===== src/rtl/nios2_mult_pkg.sv =====
// Shared definitions for the Nios II pipelined multiplier: mode encodings and
// the result latency implied by the output-register option.
package nios2_mult_pkg;

  localparam logic [1:0] MODE_MUL    = 2'b00;
  localparam logic [1:0] MODE_MULXUU = 2'b01;
  localparam logic [1:0] MODE_MULXSU = 2'b10;
  localparam logic [1:0] MODE_MULXSS = 2'b11;

  function automatic int unsigned mult_latency(input bit out_reg);
    return out_reg ? 4 : 3;
  endfunction

endpackage


===== src/rtl/nios2_mult_pp.sv =====
// Registered HW x HW unsigned partial product with clock enable; one DSP slice.
module nios2_mult_pp #(
  parameter int HW = 16
) (
  input  logic            clk,
  input  logic            reset,
  input  logic            en,
  input  logic [HW-1:0]   a,
  input  logic [HW-1:0]   b,
  output logic [2*HW-1:0] p
);

  logic [2*HW-1:0] p_d, p_q;

  always_comb begin
    p_d = p_q;
    if (en) p_d = {{HW{1'b0}}, a} * {{HW{1'b0}}, b};
  end

  always_ff @(posedge clk) begin
    if (reset) p_q <= '0;
    else       p_q <= p_d;
  end

  assign p = p_q;

endmodule


===== src/rtl/nios2_mult_pipe.sv =====
// Pipelined MUL/MULXUU/MULXSU/MULXSS unit with valid/ready backpressure, tag
// passthrough and an optional output register.
module nios2_mult_pipe
  import nios2_mult_pkg::*;
#(
  parameter int WIDTH   = 32,
  parameter int TAG_W   = 5,
  parameter int OUT_REG = 1
) (
  input  logic             clk,
  input  logic             reset,
  input  logic             in_valid,
  output logic             in_ready,
  input  logic [WIDTH-1:0] in_a,
  input  logic [WIDTH-1:0] in_b,
  input  logic [1:0]       in_mode,
  input  logic [TAG_W-1:0] in_tag,
  output logic             out_valid,
  input  logic             out_ready,
  output logic [WIDTH-1:0] out_result,
  output logic [TAG_W-1:0] out_tag,
  output logic             busy
);

  localparam int HW = WIDTH / 2;

  logic stall, en;

  logic                      vld_p0_d, vld_p0_q, vld_p1_d, vld_p1_q, vld_p2_d, vld_p2_q;
  logic signed [WIDTH-1:0]   a_p0_d, a_p0_q, b_p0_d, b_p0_q;
  logic [1:0]                mode_p0_d, mode_p0_q, mode_p1_d, mode_p1_q;
  logic [TAG_W-1:0]          tag_p0_d, tag_p0_q, tag_p1_d, tag_p1_q, tag_p2_d, tag_p2_q;
  logic [WIDTH-1:0]          ca_p1_d, ca_p1_q, cb_p1_d, cb_p1_q;
  logic [WIDTH-1:0]          ll_p1, lh_p1, hl_p1, hh_p1;
  logic [2*WIDTH-1:0]        prod;
  logic [WIDTH-1:0]          hi;
  logic [WIDTH-1:0]          res_p2_d, res_p2_q;

  assign stall    = out_valid && !out_ready;
  assign en       = !stall;
  assign in_ready = en;

  nios2_mult_pp #(.HW(HW)) u_pp_ll (.clk(clk), .reset(reset), .en(en),
    .a(a_p0_q[HW-1:0]), .b(b_p0_q[HW-1:0]), .p(ll_p1));
  nios2_mult_pp #(.HW(HW)) u_pp_lh (.clk(clk), .reset(reset), .en(en),
    .a(a_p0_q[HW-1:0]), .b(b_p0_q[WIDTH-1:HW]), .p(lh_p1));
  nios2_mult_pp #(.HW(HW)) u_pp_hl (.clk(clk), .reset(reset), .en(en),
    .a(a_p0_q[WIDTH-1:HW]), .b(b_p0_q[HW-1:0]), .p(hl_p1));
  nios2_mult_pp #(.HW(HW)) u_pp_hh (.clk(clk), .reset(reset), .en(en),
    .a(a_p0_q[WIDTH-1:HW]), .b(b_p0_q[WIDTH-1:HW]), .p(hh_p1));

  always_comb begin
    // S1: operand capture
    vld_p0_d  = en ? in_valid : vld_p0_q;
    a_p0_d    = en ? in_a     : a_p0_q;
    b_p0_d    = en ? in_b     : b_p0_q;
    mode_p0_d = en ? in_mode  : mode_p0_q;
    tag_p0_d  = en ? in_tag   : tag_p0_q;

    // S2: sign corrections alongside the partial products
    vld_p1_d  = en ? vld_p0_q  : vld_p1_q;
    mode_p1_d = en ? mode_p0_q : mode_p1_q;
    tag_p1_d  = en ? tag_p0_q  : tag_p1_q;
    ca_p1_d   = ca_p1_q;
    cb_p1_d   = cb_p1_q;
    if (en) begin
      ca_p1_d = (mode_p0_q[1] && a_p0_q[WIDTH-1]) ? b_p0_q : '0;
      cb_p1_d = (mode_p0_q == MODE_MULXSS && b_p0_q[WIDTH-1]) ? a_p0_q : '0;
    end

    // S3: weighted sum, high-word sign correction, word select
    prod = {{WIDTH{1'b0}}, ll_p1}
         + ({{WIDTH{1'b0}}, lh_p1} << HW)
         + ({{WIDTH{1'b0}}, hl_p1} << HW)
         + {hh_p1, {WIDTH{1'b0}}};
    hi   = prod[2*WIDTH-1:WIDTH] - ca_p1_q - cb_p1_q;
    vld_p2_d = en ? vld_p1_q : vld_p2_q;
    tag_p2_d = en ? tag_p1_q : tag_p2_q;
    res_p2_d = res_p2_q;
    if (en) res_p2_d = (mode_p1_q == MODE_MUL) ? prod[WIDTH-1:0] : hi;
  end

  always_ff @(posedge clk) begin
    if (reset) begin
      vld_p0_q  <= 1'b0;
      vld_p1_q  <= 1'b0;
      vld_p2_q  <= 1'b0;
      a_p0_q    <= '0;
      b_p0_q    <= '0;
      mode_p0_q <= '0;
      mode_p1_q <= '0;
      tag_p0_q  <= '0;
      tag_p1_q  <= '0;
      tag_p2_q  <= '0;
      ca_p1_q   <= '0;
      cb_p1_q   <= '0;
      res_p2_q  <= '0;
    end else begin
      vld_p0_q  <= vld_p0_d;
      vld_p1_q  <= vld_p1_d;
      vld_p2_q  <= vld_p2_d;
      a_p0_q    <= a_p0_d;
      b_p0_q    <= b_p0_d;
      mode_p0_q <= mode_p0_d;
      mode_p1_q <= mode_p1_d;
      tag_p0_q  <= tag_p0_d;
      tag_p1_q  <= tag_p1_d;
      tag_p2_q  <= tag_p2_d;
      ca_p1_q   <= ca_p1_d;
      cb_p1_q   <= cb_p1_d;
      res_p2_q  <= res_p2_d;
    end
  end

  // S4 (optional): output register
  if (OUT_REG != 0) begin : g_oreg
    logic             vld_p3_d, vld_p3_q;
    logic [WIDTH-1:0] res_p3_d, res_p3_q;
    logic [TAG_W-1:0] tag_p3_d, tag_p3_q;

    always_comb begin
      vld_p3_d = en ? vld_p2_q : vld_p3_q;
      res_p3_d = en ? res_p2_q : res_p3_q;
      tag_p3_d = en ? tag_p2_q : tag_p3_q;
    end

    always_ff @(posedge clk) begin
      if (reset) begin
        vld_p3_q <= 1'b0;
        res_p3_q <= '0;
        tag_p3_q <= '0;
      end else begin
        vld_p3_q <= vld_p3_d;
        res_p3_q <= res_p3_d;
        tag_p3_q <= tag_p3_d;
      end
    end

    assign out_valid  = vld_p3_q;
    assign out_result = res_p3_q;
    assign out_tag    = tag_p3_q;
    assign busy       = vld_p0_q | vld_p1_q | vld_p2_q | vld_p3_q;
  end else begin : g_noreg
    assign out_valid  = vld_p2_q;
    assign out_result = res_p2_q;
    assign out_tag    = tag_p2_q;
    assign busy       = vld_p0_q | vld_p1_q | vld_p2_q;
  end

endmodule


===== config.mk =====
export PLATFORM = sky130hd
export DESIGN_NAME = nios2_mult_pipe
export DESIGN_NICKNAME = d
export VERILOG_FILES = /design/src/rtl/nios2_mult_pkg.sv /design/src/rtl/nios2_mult_pp.sv /design/src/rtl/nios2_mult_pipe.sv
export SDC_FILE = /design/constraint.sdc
export NUM_CORES = 2
export LEC_CHECK = 0
export CAP_MARGIN = 20
export CORE_MARGIN = 2
export CORE_UTILIZATION = 30
export CTS_BUF_LIST = sky130_fd_sc_hd__clkbuf_4 sky130_fd_sc_hd__clkbuf_8
export DETAILED_ROUTE_END_ITERATION = 10
export HOLD_SLACK_MARGIN = 0.08
export PLACE_DENSITY_LB_ADDON = 0.2
export SYNTH_ARGS = -nofsm -noshare
export SYNTH_HDL_FRONTEND = slang
export SYNTH_SLANG_ARGS = --single-unit

===== constraint.sdc =====
create_clock -name clk -period 14.8 [get_ports clk]
set_clock_uncertainty 0.15 [all_clocks]
set_input_delay 2.96 -clock clk [delete_from_list [all_inputs] [get_ports clk]]
set_output_delay 2.96 -clock clk [all_outputs]
set_load 0.02 [all_outputs]

# Word level (Yosys, flattened, before mapping)
# Cells that the tools add are included.
# W data, S select, Z words.
[classes] reduce_logical=6 n_mul=4 n_bitwise=3 n_eq_ne=1 muxes=3 addsub=5
[ops] operator="$mul A16 B16 Y32" n=4
[ops] operator="$mux W32" n=3
[ops] operator="$add A50 B64 Y64" n=1
[ops] operator="$sub A32 B32 Y32" n=2
[ops] operator="$add A49 B48 Y50" n=1
[ops] operator="$add A32 B48 Y49" n=1
[ops] operator="$logic_and A1 B1 Y1" n=3
[ops] operator="$or A1 B1 Y1" n=3
[ops] operator="$eq A2 B2 Y1 const B" n=1
[ops] operator="$logic_not A1 Y1" n=2
[ops] operator="$logic_not A2 Y1" n=1
[totals] in_bits=75 output_inout_bits=40 ff_bits=348

# Logic depth before layout (Yosys ltp)
[logic_depth] ltp_word=6 mapped_depth=30

# By module
# From an unflattened synthesis, not the netlist that was laid out.
[hier_totals] hier_cells=6021 hier_area_um2=51485.6
[by_module_without_submodules] module="nios2_mult_pipe" area_each_um2=12567.1 seq_area_each_um2=4404.2 instances=1 cells_each=1533
[by_module_without_submodules] module="nios2_mult_pp (u_pp_ll)" area_each_um2=9844.4 seq_area_each_um2=640.6 instances=1 cells_each=1135
[by_module_without_submodules] module="nios2_mult_pp (u_pp_hh)" area_each_um2=9770.6 seq_area_each_um2=640.6 instances=1 cells_each=1120
[by_module_without_submodules] module="nios2_mult_pp (u_pp_lh)" area_each_um2=9674.3 seq_area_each_um2=640.6 instances=1 cells_each=1119
[by_module_without_submodules] module="nios2_mult_pp (u_pp_hl)" area_each_um2=9629.2 seq_area_each_um2=640.6 instances=1 cells_each=1114

# Worst setup path before layout
# Ideal clock, no wire load.
[synth_path] path_kind="input to output" from="input out_ready" to="output in_ready" arrival_time_ps=4047 stages=5 slack_ps=7643 path_cell_list="nor2b_1 > inv_1 > clkbuf_1 > clkbuf_1 > buf_1"
[synth_between] elab_chain_cells=3
[synth_lines] element="start, declared" line_no="nios2_mult_pipe.sv:19" rtl="input logic out_ready,"
[synth_lines] element="$logic_not A1 Y1" line_no="nios2_mult_pipe.sv:39" rtl="assign stall = out_valid && !out_ready;"
[synth_lines] element="$logic_and A1 B1 Y1" line_no="nios2_mult_pipe.sv:39"
[synth_lines] element="$logic_not A1 Y1" line_no="nios2_mult_pipe.sv:40" rtl="assign en = !stall;"
[synth_lines] element="end, declared" line_no="nios2_mult_pipe.sv:13" rtl="output logic in_ready,"
# No other way between the ends.

# Final worst setup path
# Ends and elaborated chain as after synthesis.

==> metrics <==
cell with the most instances after synthesis=nand2_1; CTS tree=yes; # H-tree levels=3; Worst slew margin=0.209; remaining antenna violation count=0; via/cell ratio=4.85; per-cell routed wire length=20.1 um; non-filler instance count after layout=8,080; total nets after synthesis=7,266; top cell type's share of synthesized area=0.335; routed via count=39,200; number of flip-flops and latches in the synthesized netlist=348; number of nets in the layout=7,214; pins over their slew limit=0; CTS clock-pin slew for the worst setup and hold paths=0.06 ns; endpoints failing setup=0; detailed route wirelength on metal2=between 70 and 80 mm; post-synth cell types=75; critical path data required time=11.69 ns; switching part of the total power=0.479; Final GP Congestion=approximately 0.86; Detail Placement HPWL=118 mm; number of cells produced by synthesis=5,872; layout cell share with drive strength beyond 1=0.0441; timing-limited maximum frequency=approximately 130 MHz; Final min period=7.83 ns; highest signal layer in the routed design=met4; area of the multi-input gates=38,400 sq um; area enclosed by the die boundary=171,000 sq um; total met3 wirelength after detailed routing=8.05 mm; final cycle utilization of the critical path=0.529; Peak VDD IR=about 0.085 mV; DRC violations left=0; leakage power=26.4 nW; power spent charging and discharging nets=about 2.8 mW; final core utilization=0.331; number of hold-slack violations in the final timing report=0; Top Ports=between 100 and 150; result of the run=completed; Setup TNS Final=0 ns; final hold slack=0.298 ns; post_cts resized=0; mean cell area of the mapped netlist=8.55 sq um; most used standard cells in the synthesized netlist=nand2_1 (1,061), inv_1 (968), fa_1 (840); cell area after synthesis=50,200 sq um; clock net sink count=348; Placement Rows=150; Worst Setup Path Type=in2out; Placed Cells incl. Taps=about 8,000; Async S/R FF share, synth=0; biggest area contributors in the synthesized netlist=fa_1 (33%), dfxtp_1 (14%), ha_1 (12%); part of the total power dissipated in combinational logic=0.592; clock tree root buffer cell=clkbuf_8; total overflow reported by the global router=0; arrival time at the worst endpoint=4.72 ns; startpoint kind of the worst setup timing path=input port; classification of the worst-slack hold path=reg2reg; area growth from synthesis to layout=9.83%; # port buffers=roughly 110; clk buf depth=3; power density normalized to cell area=approximately 100 nW/um^2; sequential fraction of the synthesis area=0.139; Int Pwr=around 3 mW; part of the total power dissipated in sequential elements=0.212; Skew-Pair Late Insertion Delay=0.75 ns; area inside the core boundary=167,000 sq um; library cell with the largest summed area after synthesis=fa_1; gr usage total=0.194; Horiz. Die Dim=413 um; Metal-1 WL=76.5 mm; antenna violations before repair=8; count of yosys warnings during synthesis=0; number of maximum-capacitance constraint violations=0; pin slew with the least headroom to its limit=1.17 ns; Initial DRT Pass Iterations=6; fraction of power consumed by the clock network=0.195; nature of the critical path endpoint=primary output; fill cell count=approximately 18,000; setup repair after global routing missed its margin=no; via count of the first global-routing pass=40,700; Num CTS Buffers=70; number of synthesized flops with an enable pin=0; pin count of the biggest net entering global routing=146; setup slack of the worst register-to-register path=approximately 7 ns; aggregate routed wire length=162 mm; initial standard-cell utilization of the core=0.301; hold_buf cts=0; Most used DFF post-synth=dfxtp_1; global-route wire length before repair=253 mm; largest driver fanout on the critical path=84; number of DRC violations after detailed-routing iteration 0=2,580; Post CTS Setup Buffer Count=0; y dimension of the die=413 um; area of all sequential standard cells=6970 sq um
## registers in the layout (all words and copies together), names as in the netlist
signal      cells
a_p0_q         32
b_p0_q         32
ca_p1_q        32
cb_p1_q        32
out_result     32
res_p2_q       32
u_pp_hh.p      32
u_pp_hl.p      32
u_pp_lh.p      32
u_pp_ll.p      32
out_tag         5
tag_p0_q        5
tag_p1_q        5
tag_p2_q        5
mode_p0_q       2
mode_p1_q       2
out_valid       1
vld_p0_q        1
vld_p1_q        1
vld_p2_q        1
## routing by layer
| layer | global-route usage | vias to the layer above |
|---|---|---|
| met4 | 0.0367 | 0 |
| met2 | 0.319 | 917 |
| met3 | 0.0185 | 157 |
| met1 | 0.278 | 20000 |
| li1 | - | 18100 |
| met5 | 0 | - |
## power by group through the flow
stage                     clock [mW]  combinational [mW]  sequential (mW)
after floorplan                    0                2.32             1.21
after global placement             0                3.39             1.25
after detailed placement           0                3.40             1.25
after CTS                       1.16                3.42             1.23
after global routing            1.20                3.81             1.25
final                           1.13                3.42             1.23
## kinds of logic (layout without fill, tap and decap cells)
family                     count (synthesis)  count (layout)  synth area share
and+or+nand+nor                         1911            1911             0.175
adders and majority gates               1319            1319             0.454
buffers and inverters                   1295            1298            0.0968
AOI/OAI and AO/OA                        822             822             0.104
DFF                                      348             348             0.139
xor gates and xnor gates                 174             174            0.0303
muxes                                      3               3          0.000598
other                                      0               1                 0
## layout by cell type, fill, tap and decap left out, types with 8 or more instances in the layout
master,count
nand2_1,1061
inv_1,967
fa_1,840
and2_1,482
ha_1,479
a21oi_1,364
dfxtp_1,346
nor2_1,188
clkdlybuf4s50_1,113
xnor2_1,111
o21ai_0,105
clkbuf_8,88
a21o_1,87
buf_4,86
a22oi_1,66
xor2_1,63
nand3_1,37
o21bai_1,36
nor3_1,28
and3_1,23
a211oi_1,23
a31oi_1,18
nand2b_1,16
or3_1,15
o21a_1,15
clkbuf_4,14
a311oi_1,12
o211ai_1,11
nor2b_1,11
clkinv_2,11
o31ai_1,9
nand4_1,8
## through the flow
| stage | area [sq um] | total power [mW] | setup WS [ns] |
|---|---|---|---|
| after floorplan | 50200 | 3.53 | 7.64 |
| after global placement | 53600 | 4.63 | 6.97 |
| after detailed placement | 53600 | 4.65 | 6.98 |
| after CTS | 55200 | 5.82 | 6.97 |
| after global routing | 55200 | 6.25 | 6.72 |
| final | 55200 | 5.78 | 6.97 |
## worst paths after layout
check | start | to | cells after the start
worst max-delay path | out_ready | in_ready | 4
worst min-delay path | out_result[20]$_SDFFE_PP0N_ | out_result[20]$_SDFFE_PP0N_ | 2
worst min register to register | out_result[20]$_SDFFE_PP0N_ | out_result[20]$_SDFFE_PP0N_ | 2
worst max register to register | b_p0_q[6]$_SDFFE_PP0N_ | u_pp_hl.p[30]$_SDFFE_PP0N_ | 23
## area by class of cell
| class | instances | share of cell area |
|---|---|---|
| multi-input combinational | 4229 | 0.696 |
| sequential | 348 | 0.126 |
| inverter | 969 | 0.0661 |
| tap | 2204 | 0.0500 |
| timing repair buffer | 202 | 0.0332 |
| clock buffer | 102 | 0.0239 |
| clock inverter | 25 | 0.00397 |
| antenna | 1 | 0.0000454 |
## critical path: stages
cell and delay (ns):
clkdlybuf4s50_1 0.51, nor2b_4 0.10, inv_8 0.37, clkdlybuf4s50_1 0.71
Power figures use the tool's default switching activity.
